### src/rtl/io_pkg.sv
// rtl/io_pkg.sv - shared command/writeback types and FSM encodings for the IO scheduler
package io_pkg;

   localparam int IO_DESTREG_WIDTH = 4;
   localparam int IO_OPCODE_WIDTH  = 4;
   localparam int IO_DATA_WIDTH    = 16;

   typedef struct packed {
      logic [IO_OPCODE_WIDTH-1:0]  opcode;
      logic [IO_DATA_WIDTH-1:0]    addr;
      logic [IO_DATA_WIDTH-1:0]    data;
      logic [IO_DESTREG_WIDTH-1:0] dest;
   } io_command_t;

   typedef struct packed {
      logic [IO_DESTREG_WIDTH-1:0] dest;
      logic [IO_DATA_WIDTH-1:0]    data;
   } io_writeback_t;

   typedef enum logic {SLOT_EMPTY, SLOT_FULL} slot_state_t;
   typedef enum logic {ARB_IDLE, ARB_HOLD} arb_state_t;

endpackage

### src/rtl/io_rr_arbiter.sv
// rtl/io_rr_arbiter.sv - combinational round-robin pick starting at a caller-held pointer
module io_rr_arbiter #(
   parameter int PORTCOUNT = 4,
   parameter int IDXW      = $clog2(PORTCOUNT)
) (
   input  logic [PORTCOUNT-1:0] req,
   input  logic [IDXW-1:0]      ptr,
   output logic [PORTCOUNT-1:0] grant,
   output logic [IDXW-1:0]      winner
);

   logic            found;
   logic [IDXW-1:0] idx;

   // walk the ports from ptr upward (wrapping) and grant the first requester
   always_comb begin
      grant  = '0;
      winner = '0;
      found  = 1'b0;
      idx    = '0;
      for (int k = 0; k < PORTCOUNT; k++) begin
         idx = IDXW'((int'(ptr) + k) % PORTCOUNT);
         if (!found && req[idx]) begin
            found      = 1'b1;
            grant[idx] = 1'b1;
            winner     = idx;
         end
      end
   end

endmodule

### src/rtl/io_command_scheduler.sv
// rtl/io_command_scheduler.sv - IO issue steering slot and writeback merge; optional IOSCHED_WATCHDOG_EN slot watchdog
module io_command_scheduler
   import io_pkg::*;
#(
   parameter int PORTCOUNT       = 4,
   parameter int DATABITWIDTH    = 16,
   parameter int PORTSELBITWIDTH = $clog2(PORTCOUNT),
   parameter int WATCHDOGCYCLES  = 255
) (
   input  logic                                  sys_clk,
   input  logic                                  async_rst_n,
   input  logic                                  clk_en,
   input  logic                                  IssueACK,
   output logic                                  IssueREQ,
   input  logic [PORTSELBITWIDTH-1:0]            IssuePortSel,
   input  logic [3:0]                            MinorOpcodeIn,
   input  logic [DATABITWIDTH-1:0]               CommandAddressIn,
   input  logic [DATABITWIDTH-1:0]               CommandDataIn,
   input  logic [3:0]                            CommandDestReg,
   output logic [PORTCOUNT-1:0]                  PortCommandACK,
   input  logic [PORTCOUNT-1:0]                  PortCommandREQ,
   output logic [3:0]                            PortMinorOpcode,
   output logic [DATABITWIDTH-1:0]               PortAddress,
   output logic [DATABITWIDTH-1:0]               PortData,
   output logic [3:0]                            PortDestReg,
   input  logic [PORTCOUNT-1:0]                  PortWritebackACK,
   output logic [PORTCOUNT-1:0]                  PortWritebackREQ,
   input  logic [PORTCOUNT*4-1:0]                PortWritebackDestReg,
   input  logic [PORTCOUNT*DATABITWIDTH-1:0]     PortWritebackData,
   output logic                                  WritebackACK,
   input  logic                                  WritebackREQ,
   output logic [3:0]                            WritebackDestReg,
   output logic [DATABITWIDTH-1:0]               WritebackDataOut,
   output logic                                  BadPortPulse
`ifdef IOSCHED_WATCHDOG_EN
   ,
   output logic [PORTCOUNT-1:0]                  PortFault
`endif
);

   localparam int IDXW = $clog2(PORTCOUNT);

   if (PORTCOUNT < 2) begin : g_chk_portcount
      $error("PORTCOUNT must be at least 2");
   end
   if (DATABITWIDTH != IO_DATA_WIDTH) begin : g_chk_width
      $error("DATABITWIDTH must match io_pkg::IO_DATA_WIDTH");
   end
   if (PORTSELBITWIDTH < IDXW) begin : g_chk_sel
      $error("PORTSELBITWIDTH too narrow for PORTCOUNT");
   end
   if (WATCHDOGCYCLES < 1) begin : g_chk_wd
      $error("WATCHDOGCYCLES must be at least 1");
   end

   // nothing moves while clk_en is low or reset is asserted
   logic active;
   assign active = clk_en && async_rst_n;

   slot_state_t            slot_state_q, slot_state_d;
   logic [PORTCOUNT-1:0]   port_oh_q, port_oh_d;
   io_command_t            cmd_q, cmd_d;
   logic                   bad_q, bad_d;
   logic [PORTCOUNT-1:0]   sel_oh;
   logic                   sel_ok, port_ready, issue_req, issue_xfer, port_xfer, slot_drop;

   arb_state_t             arb_state_q, arb_state_d;
   logic [IDXW-1:0]        rr_ptr_q, rr_ptr_d;
   io_writeback_t          wb_q, wb_d;
   logic [PORTCOUNT-1:0]   arb_grant;
   logic [IDXW-1:0]        arb_winner;
   logic                   arb_open;

   // decode the port select; an out-of-range select decodes to no port
   always_comb begin
      sel_oh = '0;
      for (int i = 0; i < PORTCOUNT; i++) begin
         if (IssuePortSel == PORTSELBITWIDTH'(i)) sel_oh[i] = 1'b1;
      end
   end

   assign sel_ok     = |sel_oh;
   assign port_ready = |(port_oh_q & PortCommandREQ);
   assign issue_req  = active && ((slot_state_q == SLOT_EMPTY) || port_ready);
   assign issue_xfer = IssueACK && issue_req;
   assign port_xfer  = active && (slot_state_q == SLOT_FULL) && port_ready;

`ifdef IOSCHED_WATCHDOG_EN
   localparam int WDW = $clog2(WATCHDOGCYCLES + 1);
   logic [WDW-1:0]       wd_q, wd_d;
   logic [PORTCOUNT-1:0] fault_q, fault_d;
   logic                 wd_timeout;

   // count stalled FULL cycles; on the limit drop the command and flag the port
   always_comb begin
      wd_d       = wd_q;
      fault_d    = fault_q;
      wd_timeout = 1'b0;
      if (active) begin
         if ((slot_state_q == SLOT_EMPTY) || port_xfer || issue_xfer) begin
            wd_d = '0;
         end else if (wd_q == WDW'(WATCHDOGCYCLES - 1)) begin
            wd_timeout = 1'b1;
            wd_d       = '0;
            fault_d    = fault_q | port_oh_q;
         end else begin
            wd_d = wd_q + WDW'(1);
         end
      end
   end

   // watchdog counter and sticky fault flags
   always_ff @(posedge sys_clk or negedge async_rst_n) begin
      if (!async_rst_n) begin
         wd_q    <= '0;
         fault_q <= '0;
      end else begin
         wd_q    <= wd_d;
         fault_q <= fault_d;
      end
   end

   assign slot_drop = wd_timeout;
   assign PortFault = fault_q;
`else
   assign slot_drop = 1'b0;
`endif

   // command slot: load on accepted in-range issue, empty on drain or watchdog drop
   always_comb begin
      slot_state_d = slot_state_q;
      port_oh_d    = port_oh_q;
      cmd_d        = cmd_q;
      bad_d        = bad_q;
      if (active) begin
         bad_d = issue_xfer && !sel_ok;
         if (issue_xfer && sel_ok) begin
            slot_state_d = SLOT_FULL;
            port_oh_d    = sel_oh;
            cmd_d.opcode = MinorOpcodeIn;
            cmd_d.addr   = CommandAddressIn;
            cmd_d.data   = CommandDataIn;
            cmd_d.dest   = CommandDestReg;
         end else if (port_xfer || slot_drop) begin
            slot_state_d = SLOT_EMPTY;
         end
      end
   end

   io_rr_arbiter #(.PORTCOUNT(PORTCOUNT), .IDXW(IDXW)) u_rr_arbiter (
      .req    (PortWritebackACK),
      .ptr    (rr_ptr_q),
      .grant  (arb_grant),
      .winner (arb_winner)
   );

   assign arb_open = active && ((arb_state_q == ARB_IDLE) || WritebackREQ);

   // writeback merge: grant and capture when the output register is free or draining
   always_comb begin
      arb_state_d      = arb_state_q;
      rr_ptr_d         = rr_ptr_q;
      wb_d             = wb_q;
      PortWritebackREQ = '0;
      if (arb_open) begin
         if (|PortWritebackACK) begin
            PortWritebackREQ = arb_grant;
            wb_d             = '0;
            for (int i = 0; i < PORTCOUNT; i++) begin
               if (arb_grant[i]) begin
                  wb_d.dest = PortWritebackDestReg[i*IO_DESTREG_WIDTH +: IO_DESTREG_WIDTH];
                  wb_d.data = PortWritebackData[i*DATABITWIDTH +: DATABITWIDTH];
               end
            end
            rr_ptr_d    = (arb_winner == IDXW'(PORTCOUNT - 1)) ? '0 : arb_winner + IDXW'(1);
            arb_state_d = ARB_HOLD;
         end else begin
            arb_state_d = ARB_IDLE;
         end
      end
   end

   // state registers for slot, arbiter, pointer and bad-port pulse
   always_ff @(posedge sys_clk or negedge async_rst_n) begin
      if (!async_rst_n) begin
         slot_state_q <= SLOT_EMPTY;
         port_oh_q    <= '0;
         cmd_q        <= '0;
         bad_q        <= 1'b0;
         arb_state_q  <= ARB_IDLE;
         rr_ptr_q     <= '0;
         wb_q         <= '0;
      end else begin
         slot_state_q <= slot_state_d;
         port_oh_q    <= port_oh_d;
         cmd_q        <= cmd_d;
         bad_q        <= bad_d;
         arb_state_q  <= arb_state_d;
         rr_ptr_q     <= rr_ptr_d;
         wb_q         <= wb_d;
      end
   end

   assign IssueREQ         = issue_req;
   assign PortCommandACK   = (active && (slot_state_q == SLOT_FULL)) ? port_oh_q : '0;
   assign PortMinorOpcode  = cmd_q.opcode;
   assign PortAddress      = cmd_q.addr;
   assign PortData         = cmd_q.data;
   assign PortDestReg      = cmd_q.dest;
   assign WritebackACK     = active && (arb_state_q == ARB_HOLD);
   assign WritebackDestReg = wb_q.dest;
   assign WritebackDataOut = wb_q.data;
   assign BadPortPulse     = active && bad_q;

endmodule

### config.mk
export PLATFORM = sky130hd
export DESIGN_NAME = io_command_scheduler
export DESIGN_NICKNAME = d
export VERILOG_FILES = /design/src/rtl/io_pkg.sv /design/src/rtl/io_rr_arbiter.sv /design/src/rtl/io_command_scheduler.sv
export SDC_FILE = /design/constraint.sdc
export NUM_CORES = 1
export LEC_CHECK = 0
export BUFFER_PORTS_ARGS = -buffer_cell sky130_fd_sc_hd__buf_2
export CAP_MARGIN = 20
export CORE_MARGIN = 1.5
export CORE_UTILIZATION = 35
export CTS_CLUSTER_SIZE = 8
export DETAILED_ROUTE_END_ITERATION = 16
export HOLD_SLACK_MARGIN = 0.08
export SYNTH_ARGS = -nofsm -noshare
export SYNTH_HDL_FRONTEND = slang
export SYNTH_HIERARCHICAL = 1
export SYNTH_SLANG_ARGS = --single-unit
### constraint.sdc
create_clock -name sys_clk -period 3.85 [get_ports sys_clk]
set_input_delay 0.77 -clock sys_clk [delete_from_list [all_inputs] [get_ports sys_clk]]
set_output_delay 0.77 -clock sys_clk [all_outputs]
set_load 0.01 [all_outputs]
==> impl_results.md, run 1 <==
* Synth async-reset ratio at 100%
* Critical-path maximum fanout at 14
* CP top delay family: flip-flops
* Crit Path Class: reg -> out
* Die W at 108 microns
* Top post-synthesis cells by count: dfrtp_1 (69), o31ai_1 (40), mux2_4 (39)
* PwrDens at just over 800 nW/um^2
* Sequential share of power at 29.5%
* Final Worst Setup Slack at approximately 220 ps
* Fin area at about 5200 sq um
* Core Rows at 38
* Max_cap viols at 0
* Final hold vios at 0
* Max-slew violation count at 0
* Routed via count at between 3k and 4k
* Initial antenna violation count at 0
* Psw at 1.71 mW
* Crit-path max cell delay at around 600 ps
* Area post-placement at roughly 5000 sq um
* Top FF cell, synth: dfrtp_1
* Cts hold-fix bufs at 0
* FMAX at ~280 MHz
* Post-DP HPWL at about 8.4 mm
* Worst path slowest cell: dfrtp_1
* Layout cells sized above 1 at 56.1%
* Pleak at roughly 2.6 nW
* Cell internal pwr at between 2 and 3 mW
* #FFs+latches synth at 69
* Clk_lat worst skew at ~350 ps
* Root buffer cell: clkbuf_8
* GPL Wtd Cong at just over 0.8
* Clock buffer depth at 2
* Cell accounting for the most synthesized area: dfrtp_1
* Crit start category: flip-flop
* Total grt overflow at 0
* Post-Place Worst Slack at between 500 and 600 ps
* Gr usage total at between 10% and 20%
* Sink Count at 69
* Syn avg cell area at about 12 sq um
* Die Area at around 12000 sq um
* Switching share of power at roughly two fifths
* Cell breakdown of the critical path: inv_1, ha_1, mux4_2, or2_4, nor2b_4, a221o_2, inv_1, nor2_1, buf_2
* EDFF count, synth at 0
* Crit path buf inv count at 3
* Final setup viols at 0
* Total clock buffers created by CTS at 9
* Pin count of the biggest net entering global routing at 58
* First-pass GRT wire length at roughly 17 mm
* Outcome: completed
* Total I/O pin count at between 200 and 250
* Hold Path Class: in -> async
* Peak supply drop at 0.408 mV
* Sequential area share after synthesis at ~45%
* Gate power share at roughly 56%
* TNS Setup at 0 ps
* Number of global-route vias before repair at between 3k and 4k
* CTS tree: yes
* DIE HEIGHT at ~110 microns
* Crit end category: primary output
* Mapped Nets at 464
* Register-to-register setup slack at about 540 ps
* Starting Density at between 30% and 40%
* Crit path from: rr_ptr_q[1]
* Synth Cell Area at between 3000 and 4000 sq um
* CP arrival at around 2900 ps
* Area Growth Syn to Fin at 35.3%
* Iter 0 DRT Violations at roughly 190
* Most frequent cell after synthesis: dfrtp_1
* Levels on crit path at 9
* Worst path required time at around 3100 ps
* Worst path most repeated cell: inv_1
* Setup Skew at between 10 and 15 ps
* Clock power share at 14.5%
* Synth area leaders: dfrtp_1 (45%), mux2_4 (15%), o31ai_1 (7.8%)
* Final ANT Viol Nets at 0
* Final WL at 11.3 mm
* Synth Instances at ~320
* Synth unique cells at 48
* Per-cell routed wire length at ~17 microns
* Max-slew headroom at 48.0%
* Yosys warns at 6
* Post-synth top area share at between 40 and 50%
* CTS H-tree lvls at 3
* Port bufs at 205
* TritonRoute pass-1 iters at 4
* Worst R2R Start: rr_ptr_q[1]
* Clock transition at path regs at ~80 ps
* Final net count at ~660
* Cells on worst reg2reg path at 11
* Slew @ Worst Pin at between 700 and 800 ps
* Core Area at between 10000 and 15000 sq um
* Crit path time final at around 3600 ps
* Vias/cell at 5.27
* DR DRC count at 0
* Diode count at 0
* Post-CTS setup buffer count at 0
* RSZ-0062 raised after global routing: no
* Crit share post-route at approximately 94%
[cell usage in the layout, fill, tap and decap left out, types with 2 or more instances in the layout]
cell	synthesis	layout
o31ai_1	40	39
nor3b_1	3	3
mux4_2	3	3
o21ai_0	9	9
nor2b_1	4	3
o22ai_1	20	20
ha_1	6	6
buf_4	0	12
mux2_4	39	39
nand2b_1	3	3
and3_1	5	5
nor2_1	8	8
nand2_1	12	12
a211oi_1	3	3
a31oi_1	2	2
nor3_1	2	2
and3b_1	4	4
buf_2	7	204
a221o_2	4	4
clkbuf_8	0	12
or2_2	2	2
mux2_2	6	6
a221oi_1	18	18
inv_1	5	5
and2_1	5	5
mux2i_1	2	2
dfrtp_1	69	69
[per-layer routing]
metal | GRT usage (%) | part of all wire, % | vias up
met5 | 0 | 0 | -
met4 | 5.83 | 1.4 | 0
met3 | 6.17 | 8.7 | 14
met2 | 34.1 | 49 | 177
met1 | 23.1 | 41 | 1667
li1 | - | - | 1655
[state kept, by name, indices dropped and copies added (netlist names)]
signal and count:
rr_ptr_q 2, WritebackDestReg 4, arb_state_q 1, PortAddress 16, slot_state_q 1, WritebackDataOut 16
bad_q 1, PortData 16, PortMinorOpcode 4, PortDestReg 4, port_oh_q 4
[kinds of logic (layout without fill, tap and decap cells)]
logic type	count (synthesis)	after routing	synth area share, %
mux	50	50	19.2
buf+inv	34	237	4.61
fa+ha+maj	6	6	1.95
flops	69	69	44.8
compound gates	105	105	20.3
simple gates	59	59	9.03
[stage by stage]
stage / hold WS [ps] / utilization, % / power, mW / cells
after floorplan: 446 / - / 2.87 / 323
after global placement: 464 / 46.3 / 3.61 / 650
after detailed placement: 469 / 46.3 / 3.66 / 650
after CTS: 255 / 48.2 / 4.30 / 666
after global routing: 262 / 48.3 / 4.61 / 666
final: 271 / 48.3 / 4.27 / 666
[cell type report]
type / instances / area (sq um)
clock buffers: 13 / 169
clock inverters: 3 / 42.5
fillers: 1009 / 5580
inverters: 5 / 18.8
multi-input cells: 220 / 1970
flip-flops and latches: 69 / 1730
well taps: 140 / 175
repair buffers: 216 / 1110
[power by group through the flow]
stage	sequential (mW)	combinational, mW	clock (mW)
after floorplan	1.40	1.48	0
after CTS	1.26	2.40	0.643
after detailed placement	1.28	2.38	0
after global placement	1.26	2.35	0
final	1.26	2.39	0.618
after global routing	1.31	2.63	0.677
[worst paths after layout]
path / endpoint
max: PortWritebackREQ[3]
min: slot_state_q
max reg2reg: WritebackDataOut[15]
min reg2reg: bad_q
max in group asynchronous: PortData[12]
min in group sys_clk: bad_q
[timing repair]
item | in CTS | in global routing
setup endpoints to repair | 0 | 4
endpoints found under the hold margin | 0 | 0
resized for setup | 0 | 1
Power figures use the tool's default switching activity.
==> run 2, diff against run 1 <==
--- a/config.mk
+++ b/config.mk
@@ -18 +18,2 @@
 export SYNTH_SLANG_ARGS = --single-unit
+export TNS_END_PERCENT = 20
==> constraint.sdc (replaced) <==
create_clock -name sys_clk -period 3.85 [get_ports sys_clk]
set_input_delay 0.385 -clock sys_clk [delete_from_list [all_inputs] [get_ports sys_clk]]
set_output_delay 0.385 -clock sys_clk [all_outputs]
set_load 0.01 [all_outputs]
==> run 2 against run 1 <==
Net effect:
- non-clock buffer count rose by 1
- routed wire length increased by 0.28%
- final cell count is the same
- clock skew down 4.3 ps
- sequential share of layout area rose by 0.11 points
- first-iteration DRC count decreased by 14%
- die area unchanged
- critical path depth decreased by 1
- critical endpoint is now PortWritebackREQ[1]
==> impl_results.md, run 2 (synthesized netlist as in run 1, its figures left out) <==
* Outcome: completed
* Root buffer cell: clkbuf_8
* Final Core Density at 48.1%
* Layout cells sized above 1 at between 50% and 60%
* DIE HEIGHT at ~110 microns
* Hold Path Class: in -> reg
* Crit Path Class: reg -> out
* DR DRC count at 0
* Final ANT Viol Nets at 0
* Commonest non-fill, non-tap cell in the layout: buf_2
* Total I/O pin count at slightly above 200
* TritonRoute pass-1 iters at 4
* GPL Wtd Cong at between 0.8 and 0.9
* Iter 0 DRT Violations at ~160
* Vias/cell at about 5.2
* Per-cell routed wire length at 17.0 microns
* Crit share post-route at between 80% and 90%
* Met2 WL at ~5.5 mm
* Core Area at 10800 sq um
* Clock transition at path regs at roughly 80 ps
* Die W at about 110 microns
* Number of global-route vias before repair at 3470
* Area Growth Syn to Fin at 34.9%
* First-pass GRT wire length at 17.4 mm
* Clk_lat worst skew at about 350 ps
* Commonest cells after routing, fill and taps aside: buf_2 (204), dfrtp_1 (69), o31ai_1 (40)
* Slew @ Worst Pin at between 700 and 800 ps
* Routed via count at around 3.5k
* Clock buffer depth at 2
* Starting Density at a little over a third
* CP arrival at ~2800 ps
* TNS Setup at 0 ps
* Die Area at 11600 sq um
* Diode count at 0
* Crit start category: flip-flop
* Final WL at between 10 and 15 mm
* Post-CTS setup buffer count at 0
* Peak supply drop at between 0.4 and 0.5 mV
* Cts hold-fix bufs at 1
* Total clock buffers created by CTS at 9
* Max_cap viols at 0
* Pleak at around 2.6 nW
* Total grt overflow at 0
* Initial antenna violation count at 0
* Max-slew headroom at 48.0%
* Setup Skew at between 7 and 8 ps
* Post-CTS resize count at 0
* Crit end category: primary output
* Post-DP HPWL at 8.36 mm
* FMAX at around 320 MHz
* Sink Count at between 60 and 70
* Met3 WL at about 1.1 mm
* Pin count of the biggest net entering global routing at between 40 and 50
* Final net count at 663
* Crit path time final at 3140 ps
* Core Rows at 38
* Final hold vios at 0
* CTS H-tree lvls at 3
* Gr usage total at between 10% and 20%
* Port bufs at about 210
* Max Used Layer: met4
* CTS tree: yes
* Critical-path maximum fanout at 23
* Max-slew violation count at 0
* PwrDens at around 800 nW/um^2
* Final setup viols at 0
* RSZ-0062 raised after global routing: no
* Metal-1 WL at 4.58 mm
* Worst path required time at about 3500 ps
-- run 2: changes by cell type in the layout (fill, tap and decap cells not counted), sizes merged --
cell,previous run,this run
clkbuf,13,9
clkinvlp,1,4
dlygate4sd3,0,1
-- run 2: through the flow --
stage | worst slack (ps) | hold slack (ps) | instance area (sq um) | std cells | power (mW)
floorplan | 781 | 89.4 | 3850 | 323 | 2.87
finish | 714 | 266 | 5190 | 666 | 4.23
CTS | 717 | 243 | 5190 | 666 | 4.27
global route | 535 | 241 | 5190 | 666 | 4.55
detailed placement | 871 | 337 | 4990 | 650 | 3.67
global placement | 465 | 334 | 4990 | 649 | 3.61
-- run 2: worst max-delay path: stages (launching register included) --
cell     delay, ps
dfrtp_1        350
inv_1           80
ha_1           410
o21ai_0        130
o31ai_1        610
a221o_2        290
buf_4          260
and2_1         160
buf_2          120
-- run 2: final timing paths --
| path | from | to | slack (ps) | cells past startpoint |
|---|---|---|---|---|
| worst max-delay path | rr_ptr_q[0] | PortWritebackREQ[1] | 710 | 8 |
| worst min-delay path | CommandDestReg[2] | PortDestReg[2] | 270 | 2 |
| worst max register to register | rr_ptr_q[0] | WritebackDataOut[13] | 830 | 9 |
| worst min register to register | bad_q | bad_q | 490 | 1 |
| max in group asynchronous | async_rst_n | PortAddress[15] | 2400 | 3 |
| min in group asynchronous | async_rst_n | port_oh_q[1] | 560 | 2 |
-- run 2: cell type report --
type	instances	area (sq um)
well taps	140	175
repair buffers	217	1120
clock buffers	9	124
multi-input cells	220	1960
fillers	990	5600
inverters	5	18.8
flip-flops and latches	69	1730
clock inverters	6	65.1
-- run 2: routing by layer --
| metal | global-route usage, % | vias up |
|---|---|---|
| met5 | 0 | - |
| met4 | 6.48 | 0 |
| met3 | 6.11 | 13 |
| met2 | 34.0 | 188 |
| met1 | 22.5 | 1626 |
| li1 | - | 1651 |
-- run 2: where the power goes --
part / switching [mW] / internal, mW
registers: 0.183 / 1.06
clock network: 0.282 / 0.294
logic: 1.25 / 1.16
